**config.mk**
```make
export PLATFORM = sky130hd
export DESIGN_NAME = seg_day_decoder
export DESIGN_NICKNAME = d
export VERILOG_FILES = /design/src/rtl/seg_day_decoder.sv
export SDC_FILE = /design/constraint.sdc
export NUM_CORES = 1
export LEC_CHECK = 0
export CAP_MARGIN = 5
export CELL_PAD_IN_SITES_DETAIL_PLACEMENT = 1
export CELL_PAD_IN_SITES_GLOBAL_PLACEMENT = 1
export CORE_MARGIN = 3
export CORE_UTILIZATION = 42
export CTS_CLUSTER_SIZE = 8
export DETAILED_ROUTE_END_ITERATION = 8
export HOLD_SLACK_MARGIN = 0.08
export PLACE_DENSITY_LB_ADDON = 0.1
export SETUP_SLACK_MARGIN = 0.3
export SKIP_CTS_REPAIR_TIMING = 1
export SLEW_MARGIN = 15
export SYNTH_ARGS = -nofsm -noshare
export SYNTH_HDL_FRONTEND = slang
export SYNTH_SLANG_ARGS = --single-unit
```
**constraint.sdc**
```tcl
create_clock -name clk -period 2.2 [get_ports clk]
set_input_delay 0.44 -clock clk [delete_from_list [all_inputs] [get_ports clk]]
set_output_delay 0.44 -clock clk [all_outputs]
set_load 0.005 [all_outputs]
```
**src/rtl/seg_day_decoder.sv**
```systemverilog
// Weekday recovery from second-letter 7-segment glyphs: debounce, context decode, lock.
// Optional SEG_DEC_ERRCNT_EN adds a saturating err_count output.
module seg_day_decoder #(
    parameter int STABLE_CYCLES = 3,
    parameter int LOCK_COUNT    = 2
) (
    input  logic       clk,
    input  logic       rst_n,
    input  logic [6:0] seg,
    output logic       sym_strobe,
    output logic [2:0] day,
    output logic       day_valid,
    output logic       locked,
    output logic       err
`ifdef SEG_DEC_ERRCNT_EN
    ,
    output logic [7:0] err_count
`endif
);

    typedef enum logic [1:0] {HUNT, TRACK, LOCKED} state_t;

    localparam logic [3:0] STABLE = 4'(STABLE_CYCLES);
    localparam logic [2:0] LOCKN  = 3'(LOCK_COUNT);

    state_t     state;
    logic [6:0] seg_q;
    logic [6:0] cand;
    logic [6:0] last_sym;
    logic [3:0] cnt;
    logic [2:0] match;

    logic       acc;
    logic       known;
    logic       uniq;
    logic [2:0] idx;
    logic [2:0] nday;
    logic       hit;

    function automatic logic [6:0] glyph(input logic [2:0] d);
        case (d)
            3'd0:    glyph = 7'h70;
            3'd1:    glyph = 7'h40;
            3'd2:    glyph = 7'h3C;
            3'd3:    glyph = 7'h40;
            3'd4:    glyph = 7'h05;
            3'd5:    glyph = 7'h77;
            3'd6:    glyph = 7'h3E;
            default: glyph = 7'h00;
        endcase
    endfunction

    // 7'h40 is known but ambiguous, so it never yields an index on its own
    always_comb begin
        known = 1'b1;
        uniq  = 1'b1;
        idx   = 3'd0;
        case (cand)
            7'h70:   idx = 3'd0;
            7'h3C:   idx = 3'd2;
            7'h05:   idx = 3'd4;
            7'h77:   idx = 3'd5;
            7'h3E:   idx = 3'd6;
            7'h40:   uniq = 1'b0;
            default: begin
                known = 1'b0;
                uniq  = 1'b0;
            end
        endcase
    end

    assign acc  = (cnt == STABLE) && (cand != last_sym);
    assign nday = (day == 3'd6) ? 3'd0 : day + 3'd1;
    assign hit  = (cand == glyph(nday));

    always_ff @(posedge clk or negedge rst_n) begin
        if (!rst_n) begin
            state      <= HUNT;
            seg_q      <= '0;
            cand       <= '0;
            last_sym   <= '0;
            cnt        <= '0;
            match      <= '0;
            sym_strobe <= 1'b0;
            day        <= '0;
            day_valid  <= 1'b0;
            locked     <= 1'b0;
            err        <= 1'b0;
        end else begin
            seg_q <= seg;
            if (seg_q != cand) begin
                cand <= seg_q;
                cnt  <= 4'd1;
            end else if (cnt != STABLE) begin
                cnt <= cnt + 4'd1;
            end
            sym_strobe <= 1'b0;
            err        <= 1'b0;
            if (acc) begin
                last_sym   <= cand;
                sym_strobe <= 1'b1;
                if (state == HUNT) begin
                    if (uniq) begin
                        day       <= idx;
                        day_valid <= 1'b1;
                        match     <= '0;
                        state     <= TRACK;
                    end else if (!known) begin
                        err <= 1'b1;
                    end
                end else if (hit) begin
                    day <= nday;
                    if (state == TRACK) begin
                        match <= match + 3'd1;
                        if (match + 3'd1 == LOCKN) begin
                            state  <= LOCKED;
                            locked <= 1'b1;
                        end
                    end
                end else begin
                    err    <= 1'b1;
                    locked <= 1'b0;
                    match  <= '0;
                    if (uniq) begin
                        day       <= idx;
                        day_valid <= 1'b1;
                        state     <= TRACK;
                    end else begin
                        day_valid <= 1'b0;
                        state     <= HUNT;
                    end
                end
            end
        end
    end

`ifdef SEG_DEC_ERRCNT_EN
    always_ff @(posedge clk or negedge rst_n) begin
        if (!rst_n) begin
            err_count <= '0;
        end else if (err && err_count != 8'hFF) begin
            err_count <= err_count + 8'd1;
        end
    end
`endif

endmodule

```
## Word-level counts from Yosys, hierarchy flattened

Cells that the tools add are included.

| cells by class | value |
|---|---|
| mux-type cells | 33 |
| $add $sub $neg | 3 |
| reduce and logical (&&, ||, !) cells | 11 |
| eq/ne operators | 26 |
| bitwise gates (word level) | 1 |

Operator list:

| operator | count |
|---|---|
| 7-bit case mux with 6 select lines | 1 |
| 3-bit 2-to-1 mux | 8 |
| 7-bit == test (second input constant) | 3 |
| 1-bit 2-to-1 mux | 16 |
| 7-bit by 6-bit == test with 1-bit output (second input constant) | 2 |
| 7-bit inequality test | 2 |
| 3-bit == test (second input constant) | 4 |
| 3-bit case mux with 4 select lines | 1 |
| 2-bit 2-to-1 mux | 5 |
| 3-bit by 2-bit == test with 1-bit output (second input constant) | 3 |
| 4-bit 2-to-1 mux | 2 |
| 4-bit AND reduction | 2 |
| 7-bit by 3-bit == test with 1-bit output (second input constant) | 1 |
| 7-bit == test | 1 |
| 3-bit by 1-bit adder with 3-bit output (second input constant) | 2 |
| 2-bit by 1-bit inequality test with 1-bit output (second input constant) | 3 |
| 3-bit by 1-bit inequality test with 1-bit output (second input constant) | 2 |
| 3-bit AND reduction | 2 |
| 6-bit OR reduction | 1 |
| 5-bit OR reduction | 1 |
| 4-bit by 1-bit adder with 4-bit output (second input constant) | 1 |
| 4-bit by 2-bit == test with 1-bit output (second input constant) | 1 |
| 4-bit by 2-bit inequality test with 1-bit output (second input constant) | 1 |
| 3-bit by 1-bit == test with 1-bit output (second input constant) | 1 |
| other kinds (8) | 8 |

| word-level totals | value |
|---|---|
| bits in registers | 37 |
| input port bits | 9 |
| output and inout bits | 7 |
| logic and storage cells | 85 |

## Longest topological paths before layout

Gate-level depths: netlist (run 1).

| logic depth | value |
|---|---|
| word-level depth | 9 |
| depth in mapped cells | 9 |
| depth with buffers taken out | 7 |

## Worst setup path after synthesis (run 1)

Ideal clock, no wire load.

| path | value |
|---|---|
| path type | register to register |
| from | register day[2] |
| to | register day[1] |
| arrival | 1,870 ps |
| setup time | 124 ps |
| buffers on the path | 2 |
| slack | 206 ps |
| period minus slack after synthesis | 1,994 ps |
| cell stages (with the launch flop) | 9 |
| cells stage by stage | dfrtp_1 -> clkbuf_1 -> or3_1 -> a211oi_2 -> a41oi_1 -> nor3_4 -> buf_6 -> a21oi_1 -> a211o_1 |

| between the ends | value |
|---|---|
| word-level cells in the longest chain between the ends | 8 |
| elaborated cells on any way between the ends | 15 |
| classes of those cells | add/sub: 1; eq/ne: 8; mux: 4; reduce/logical: 2 |

Ends and longest elaborated chain:

| what | line | RTL |
|---|---|---|
| from (decl) | 11 | `output logic [2:0] day,` |
| from (signal assigned) | 104 | `day <= idx;` |
| from (signal assigned) | 112 | `day <= nday;` |
| from (signal assigned) | 125 | `day <= idx;` |
| 3-bit by 1-bit adder with 3-bit output or 3-bit == test (tied branches) | 73 | `assign nday = (day == 3'd6) ? 3'd0 : day + 3'd1;` |
| 3-bit 2-to-1 mux * | 73 |  |
| 3-bit by 2-bit == test with 1-bit output or 3-bit by 1-bit == test with 1-bit output (tied branches) | 41 | `case (d)` |
| 2-bit OR reduction (no line) | -- |  |
| 7-bit case mux with 6 select lines | 41 |  |
| 7-bit == test | 74 | `assign hit = (cand == glyph(nday));` |
| 3-bit 2-to-1 mux * | 111 | `end else if (hit) begin` |
| 3-bit 2-to-1 mux * | 102 | `if (state == HUNT) begin` |

Mark *: on every way between the ends. The rest lies on a longest branch, timed or not.
A chain may end at the register's enable or synchronous reset.

## Worst setup path in the final report (run 1)

| path | value |
|---|---|
| from | register cand[4] |
| to | register match[1] |

| between the ends | value |
|---|---|
| word-level cells in the longest chain between the ends | 5 |
| elaborated cells on any way between the ends | 15 |
| classes of those cells | eq/ne: 9; mux: 3; reduce/logical: 3 |

Ends and longest elaborated chain:

| what | line | RTL |
|---|---|---|
| from (decl) | 28 | `logic [6:0] cand;` |
| from (signal assigned) | 92 | `cand <= seg_q;` |
| 7-bit by 6-bit == test with 1-bit output (tied with other cells) | 58 | `case (cand)` |
| 5-bit OR reduction (no line) | -- |  |
| 1-bit 2-to-1 mux | 58 |  |
| 2-bit inequality test (no line) | -- |  |
| 3-bit AND reduction (no line) | -- |  |
| to (signal assigned) | 114 | `match <= match + 3'd1;` |
| to (decl) | 31 | `logic [2:0] match;` |

Several ways; a longest one is shown, not always the timed one.

==> summary.txt, run 1 <==
========================================================================================
Status .................................................................... finished clean
Routed WL per cell ........................................................      17.8 um
Maximum count of clock buffers along a single path ........................            2
Sequential cell area fraction in the yosys report .........................        48.7%
Layout cell share with drive strength beyond 1 ............................        31.5%
CP arrival ................................................................      2.26 ns
Kind of start point of the critical path ..................................    flip-flop
Height of the die .........................................................      73.3 um
Number of unique standard cell types used by synthesis ....................           50
Hold slack ................................................................     0.226 ns
Core Footprint ............................................................    4170 um^2
Starting DRT DRC Count ....................................................           41
Launch point of the critical path .........................................      cand[4]
Count of yosys warnings during synthesis ..................................            0
Largest fanout of any net on the critical path ............................            5
Type of the most critical hold path ....................................... input pin to asynchronous set/reset pin
Most repeated cell in the gate-level netlist after synthesis .............. sky130_fd_sc_hd__dfrtp_1
Worst slew slack as a fraction of its limit ...............................        46.5%
Mapped Nets ...............................................................          192
Count of pins over their slew limit .......................................            0
Global route overflow .....................................................            0
Worst EP required .........................................................      2.39 ns
Setup CP Type ............................................................. flip-flop to flip-flop
Total Nets Final ..........................................................          211
Number of input and output port buffers inserted ..........................           15
R2R depth .................................................................            6
DRC .......................................................................            0
Timing endpoint of the critical path ......................................     match[1]
Num rows ..................................................................           23
DRT Pass-1 Iters ..........................................................            4
Top-Level Pins ............................................................           16
Avg Synthesized Cell Area .................................................    10.6 um^2
H-tree levels .............................................................            2
Final count of hold timing violations .....................................            0
Via count of the first global-routing pass ................................        1,469
Count of antenna diodes in the layout .....................................            0
Detailed Route WL .........................................................      4.44 mm
Number of antenna violations at the first check in global routing .........            0
Clock-pin slew of the registers on the worst-case setup and hold paths ....      0.08 ns
Share of the clock period used by the worst path ..........................        94.1%
Origin of the critical flop-to-flop path ..................................      cand[4]
Commonest register cell after synthesis ................................... sky130_fd_sc_hd__dfrtp_1
Total power per unit cell area ............................................  627 nW/um^2
Total half-perimeter wirelength after legalization and detailed placement .      2.83 mm
Highest Clock Rate ........................................................      483 MHz
Cell taking the most area after synthesis ................................. sky130_fd_sc_hd__dfrtp_1
Area of the die ...........................................................    5380 um^2
First-pass GRT wire length ................................................      7.11 mm
Clock insertion delay at the later pin of the skew report .................      0.30 ns
Pwr Total .................................................................      1490 uW
Leak pwr ..................................................................  0.000967 uW
GP Congestion .............................................................        0.754
Clock buffers created by TritonCTS ........................................            5
Slew of the pin with the lowest slew margin ...............................     0.803 ns
Area Overhead vs Synth ....................................................        25.2%
Maximum capacitance violations ............................................            0
Largest net degree at the start of global routing .........................           38
Most area-consuming cells after synthesis ................................. sky130_fd_sc_hd__dfrtp_1 49%, sky130_fd_sc_hd__xnor2_1 5.1%, sky130_fd_sc_hd__mux2_2 4.1%
DRT antenna net count .....................................................            0
Starting utilization of the core area .....................................        45.6%
Largest clock skew in the final design ....................................   0.00416 ns
Peak supply drop ..........................................................     0.540 mV
Setup TNS .................................................................         0 ns
CTS root buffer ........................................................... sky130_fd_sc_hd__clkbuf_8
Die X .....................................................................      73.3 um
Setup slack, reg-to-reg ...................................................      0.13 ns
Global-route usage over all layers ........................................        17.4%
Routed vias/inst ..........................................................         5.56
Utilization after layout ..................................................        57.1%
Number of flops mapped to enable cells by yosys ...........................            0
Synthesized cell area .....................................................    1900 um^2
Clock sink count ..........................................................           37
TritonCTS clock tree ......................................................         done
Vias after detailed routing ...............................................        1,390
FF+latch count, synth .....................................................           37
Final worst path period need ..............................................      2.07 ns
Post-synth top area share .................................................        48.7%
Setup repair after global routing missed its margin .......................          yes
Final-report setup violation count ........................................            0
Crit end category .........................................................    flip-flop
Leading cell types by count after synthesis ............................... 37 x sky130_fd_sc_hd__dfrtp_1, 13 x sky130_fd_sc_hd__clkbuf_1, 11 x sky130_fd_sc_hd__a21oi_1, 11 x sky130_fd_sc_hd__xnor2_1, 10 x sky130_fd_sc_hd__nand2_1
R2r endpoint ..............................................................     match[1]
Share of async-settable or async-resettable flops after synthesis .........         100%
Synthesized netlist cell count ............................................          180
========================================================================================
## cell families (layout without fill, tap and decap cells)
kind of cell | count (synthesis) | in the layout | share of synthesized area, %
simple gates | 53 | 53 | 16.7
compound gates | 34 | 34 | 12.4
fa+ha+maj | 3 | 3 | 1.97
buf+inv | 25 | 45 | 6.25
mux | 10 | 10 | 5.72
flops | 37 | 37 | 48.7
xor+xnor | 18 | 18 | 8.28
## where the power goes
part	internal, uW	leakage (uW)	switching (uW)
combinational	111	0.000466	92.4
sequential	730	0.000455	55.4
clock	231	0.0000452	274
total	1070	0.000967	422
## metal layers
layer	vias up	part of all wire, %	global-route usage (%)
met1	701	41	20.3
met5	-	0	0
met4	0	1.6	6.64
met3	7	2.7	4.38
met2	19	55	30.7
li1	663	-	-
## how the worst min path moves through the flow
stage               endpoint  slack [ns]
detailed placement   cand[0]        0.39
floorplan            cand[0]        0.14
global placement     cand[6]        0.38
global route        match[2]        0.29
CTS                 match[2]        0.25
finish                day[2]        0.23
## registers in the layout, indices dropped and copies added (netlist names)
signal and count:
sym_strobe 1, seg_q 7, cnt 4, err 1, day_valid 1, day 3, match 3, cand 7
state 2, last_sym 7, locked 1
## metrics by stage
step	cells	cell area (um^2)	setup slack, ns
finish	250	2380	0.129
global route	250	2380	0.0596
CTS	239	2200	0.0964
detailed placement	231	2110	0.110
global placement	231	2110	0.187
floorplan	180	1970	0.233
## cells in the final DEF, fill, tap and decap left out, types with 2 or more instances in the layout
master,instances
sky130_fd_sc_hd__nand3b_1,3
sky130_fd_sc_hd__clkdlybuf4s50_1,14
sky130_fd_sc_hd__inv_1,3
sky130_fd_sc_hd__nor2_1,7
sky130_fd_sc_hd__nor4_1,2
sky130_fd_sc_hd__inv_6,2
sky130_fd_sc_hd__a22o_1,2
sky130_fd_sc_hd__nand3_1,4
sky130_fd_sc_hd__clkbuf_8,5
sky130_fd_sc_hd__xnor2_1,11
sky130_fd_sc_hd__a21oi_1,8
sky130_fd_sc_hd__dfrtp_2,8
sky130_fd_sc_hd__ha_1,3
sky130_fd_sc_hd__o211ai_1,3
sky130_fd_sc_hd__xor2_1,7
sky130_fd_sc_hd__nor3b_1,2
sky130_fd_sc_hd__nand2b_1,3
sky130_fd_sc_hd__nor3_4,2
sky130_fd_sc_hd__nor2b_1,3
sky130_fd_sc_hd__nand4_1,4
sky130_fd_sc_hd__a21oi_2,2
sky130_fd_sc_hd__mux2i_1,2
sky130_fd_sc_hd__nand2_1,10
sky130_fd_sc_hd__mux2_2,7
sky130_fd_sc_hd__buf_4,15
sky130_fd_sc_hd__o21ai_0,4
sky130_fd_sc_hd__dfrtp_1,29
## worst max-delay path, cell delays in order (launching register included)
cell                      delay (ns)
sky130_fd_sc_hd__dfrtp_2        0.45
sky130_fd_sc_hd__buf_6          0.13
sky130_fd_sc_hd__or4_4          0.52
sky130_fd_sc_hd__a21oi_4        0.21
sky130_fd_sc_hd__nor3_4         0.08
sky130_fd_sc_hd__a221o_1        0.35
sky130_fd_sc_hd__a22o_1         0.22
## area by class of cell
type	count	area, um^2
clock buffers	5	68.8
clock inverters	3	25.0
fillers	440	1790
inverters	4	15.0
multi-input cells	118	961
flip-flops and latches	37	936
well taps	50	62.6
repair buffers	33	314
No activity file was read; power rests on OpenSTA's default activity.
==> inputs of run 2 (changes only) <==
REMOVE_ABC_BUFFERS = 1   (was default)
==> run 2 against run 1 <==
Net effect:
- worst hold slack improved by 0.17 ns
- sequential cell count did not move
- largest cell class unchanged
- critical path type unchanged
- power rose by 8.0%
- non-clock buffer count rose by 11
- die area did not move
==> summary.txt, run 2 (same netlist as run 1, synthesis figures left out) <==
========================================================================================
Status .................................................................... finished clean
Maximum capacitance violations ............................................            0
Height of the die .........................................................      73.3 um
Peak supply drop ..........................................................     0.502 mV
DRC .......................................................................            0
Pwr Total .................................................................      1610 uW
Depth of the worst hold-timing path .......................................            0
Setup repair after global routing missed its margin .......................          yes
Setup TNS .................................................................         0 ns
Starting utilization of the core area .....................................        45.6%
Origin of the critical flop-to-flop path ..................................      cand[1]
Most common cell after layout, fill and taps aside ........................ sky130_fd_sc_hd__dfrtp_1
Final worst path period need ..............................................      2.10 ns
Global routing usage on met2 ..............................................        29.2%
Utilization after layout ..................................................        59.4%
Total power per unit cell area ............................................  651 nW/um^2
Clock buffers created by TritonCTS ........................................            5
Most frequent cells in the layout ......................................... 31 x sky130_fd_sc_hd__dfrtp_1, 26 x sky130_fd_sc_hd__buf_4, 14 x sky130_fd_sc_hd__clkdlybuf4s50_1
Routed vias/inst ..........................................................         5.47
Met1 demand-to-capacity share in global routing ...........................        21.1%
Peak-usage layer in the global routing report .............................         met2
Destination of the worst hold path ........................................      cand[4]
First-pass GRT wire length ................................................      7.01 mm
Ordered list of cells on the worst path ................................... or4b_4, o31ai_4, a2bb2oi_2, nor3_4, buf_12, mux2i_1, o22a_1
Clock-pin slew of the registers on the worst-case setup and hold paths ....      0.08 ns
CTS root buffer ........................................................... sky130_fd_sc_hd__clkbuf_8
Area of the die ...........................................................    5380 um^2
Routed WL per cell ........................................................      17.4 um
Top-Level Pins ............................................................           16
R2r endpoint ..............................................................     state[0]
DRT antenna net count .....................................................            0
Vias after detailed routing ...............................................        1,427
Largest registers ranked by flip-flop count ............................... cand (7), last_sym (7), seg_q (7)
R2R depth .................................................................            7
Number of input and output port buffers inserted ..........................           15
Clock insertion delay at the later pin of the skew report .................      0.29 ns
TritonCTS clock tree ......................................................         done
Detailed Route WL .........................................................      4.55 mm
Largest clock skew in the final design ....................................   0.00889 ns
Crit-path slowest cell .................................................... sky130_fd_sc_hd__or4b_4
Starting DRT DRC Count ....................................................           55
DRT Pass-1 Iters ..........................................................            4
GP Congestion .............................................................        0.738
Worst slew slack as a fraction of its limit ...............................        70.9%
Num rows ..................................................................           23
Summed area of non-filler cells in the final layout .......................    2480 um^2
Via count of the first global-routing pass ................................        1,421
Core Footprint ............................................................    4170 um^2
Leak pwr ..................................................................   0.00103 uW
Count of antenna diodes in the layout .....................................            0
Number of antenna violations at the first check in global routing .........            0
Slew of the pin with the lowest slew margin ...............................     0.436 ns
Layout cell share with drive strength beyond 1 ............................        32.7%
Total half-perimeter wirelength after legalization and detailed placement .      3.08 mm
Total Nets Final ..........................................................          222
Area Overhead vs Synth ....................................................        30.3%
Type of the most critical hold path ....................................... flip-flop to flip-flop
Kind of start point of the critical path ..................................    flip-flop
Placed Area ...............................................................    2110 um^2
Slowest Stage Delay on Critical Path ......................................      0.56 ns
Largest net degree at the start of global routing .........................           16
Final count of hold timing violations .....................................            0
Highest Clock Rate ........................................................      476 MHz
Crit end category .........................................................    flip-flop
Global route overflow .....................................................            0
Met3 track demand over resource in global routing .........................        4.79%
H-tree levels .............................................................            2
Start point of the worst min-delay path ...................................     seg_q[4]
Die X .....................................................................      73.3 um
Share of the clock period used by the worst path ..........................        95.4%
Largest fanout of any net on the critical path ............................            8
Count of pins over their slew limit .......................................            0
Global-route usage over all layers ........................................        17.3%
Clock sink count ..........................................................           37
CP arrival ................................................................      2.34 ns
Final-report setup violation count ........................................            0
Setup CP Type ............................................................. flip-flop to flip-flop
Setup slack, reg-to-reg ...................................................      0.10 ns
Maximum count of clock buffers along a single path ........................            2
Worst EP required .........................................................      2.44 ns
========================================================================================
-- run 2: cell count changes in the layout (fill, tap and decap cells not counted), sizes merged --
cell         change
buf              +9
clkbuf           +2
inv              -2
dlygate4sd3      +1
bufinv           +1
-- run 2: worst max path at each step --
stage,startpoint,endpoint,slack (ns),depth (start not counted)
2_1_floorplan,cnt[0],match[2],-0.19,5
3_3_place_gp,cand[1],match[2],0.18,5
3_5_place_dp,day[0],match[1],0.11,7
4_1_cts,day[0],match[1],0.10,7
5_1_grt,cand[4],state[0],-0.03,7
6_report,cand[1],state[0],0.10,7
-- run 2: where the power goes --
group | internal (uW) | total, uW | leakage (uW) | switching [uW]
combinational | 116 | 214 | 0.000515 | 97.4
clock | 368 | 612 | 0.0000574 | 244
sequential | 731 | 787 | 0.000456 | 56.4
-- run 2: cell type report --
cell class	instances	area, um^2
clock buffers	6	82.6
inverters	4	15.0
multi-input cells	118	953
clock inverters	2	37.5
well taps	50	62.6
flip-flops and latches	37	933
fillers	435	1690
repair buffers	44	395
-- run 2: layer usage --
metal	up-vias	part of all wire, %	routed length (um)
met3	9	3.0	138
met2	26	51	2320
met5	-	0	0
li1	682	-	-
met1	710	44	2000
met4	0	1.9	87
-- run 2: stage by stage --
| step | setup WS (ns) | hold WS, ns | instances |
|---|---|---|---|
| 3_5_place_dp | 0.112 | 0.330 | 236 |
| 3_3_place_gp | 0.181 | 0.321 | 236 |
| 4_1_cts | 0.104 | 0.00604 | 244 |
| 5_1_grt | -0.0285 | 0.408 | 261 |
| 2_1_floorplan | -0.189 | 0.144 | 159 |
| 6_report | 0.100 | 0.397 | 261 |
-- run 2: worst max-delay path: cells and delay by family, from the launching register on --
kind,cells,cell delay [ns]
AOI/OAI and AO/OA,3,0.34
DFF,1,0.44
and+or+nand+nor,2,0.85
buffers and inverters,1,0.16
muxes,1,0.25
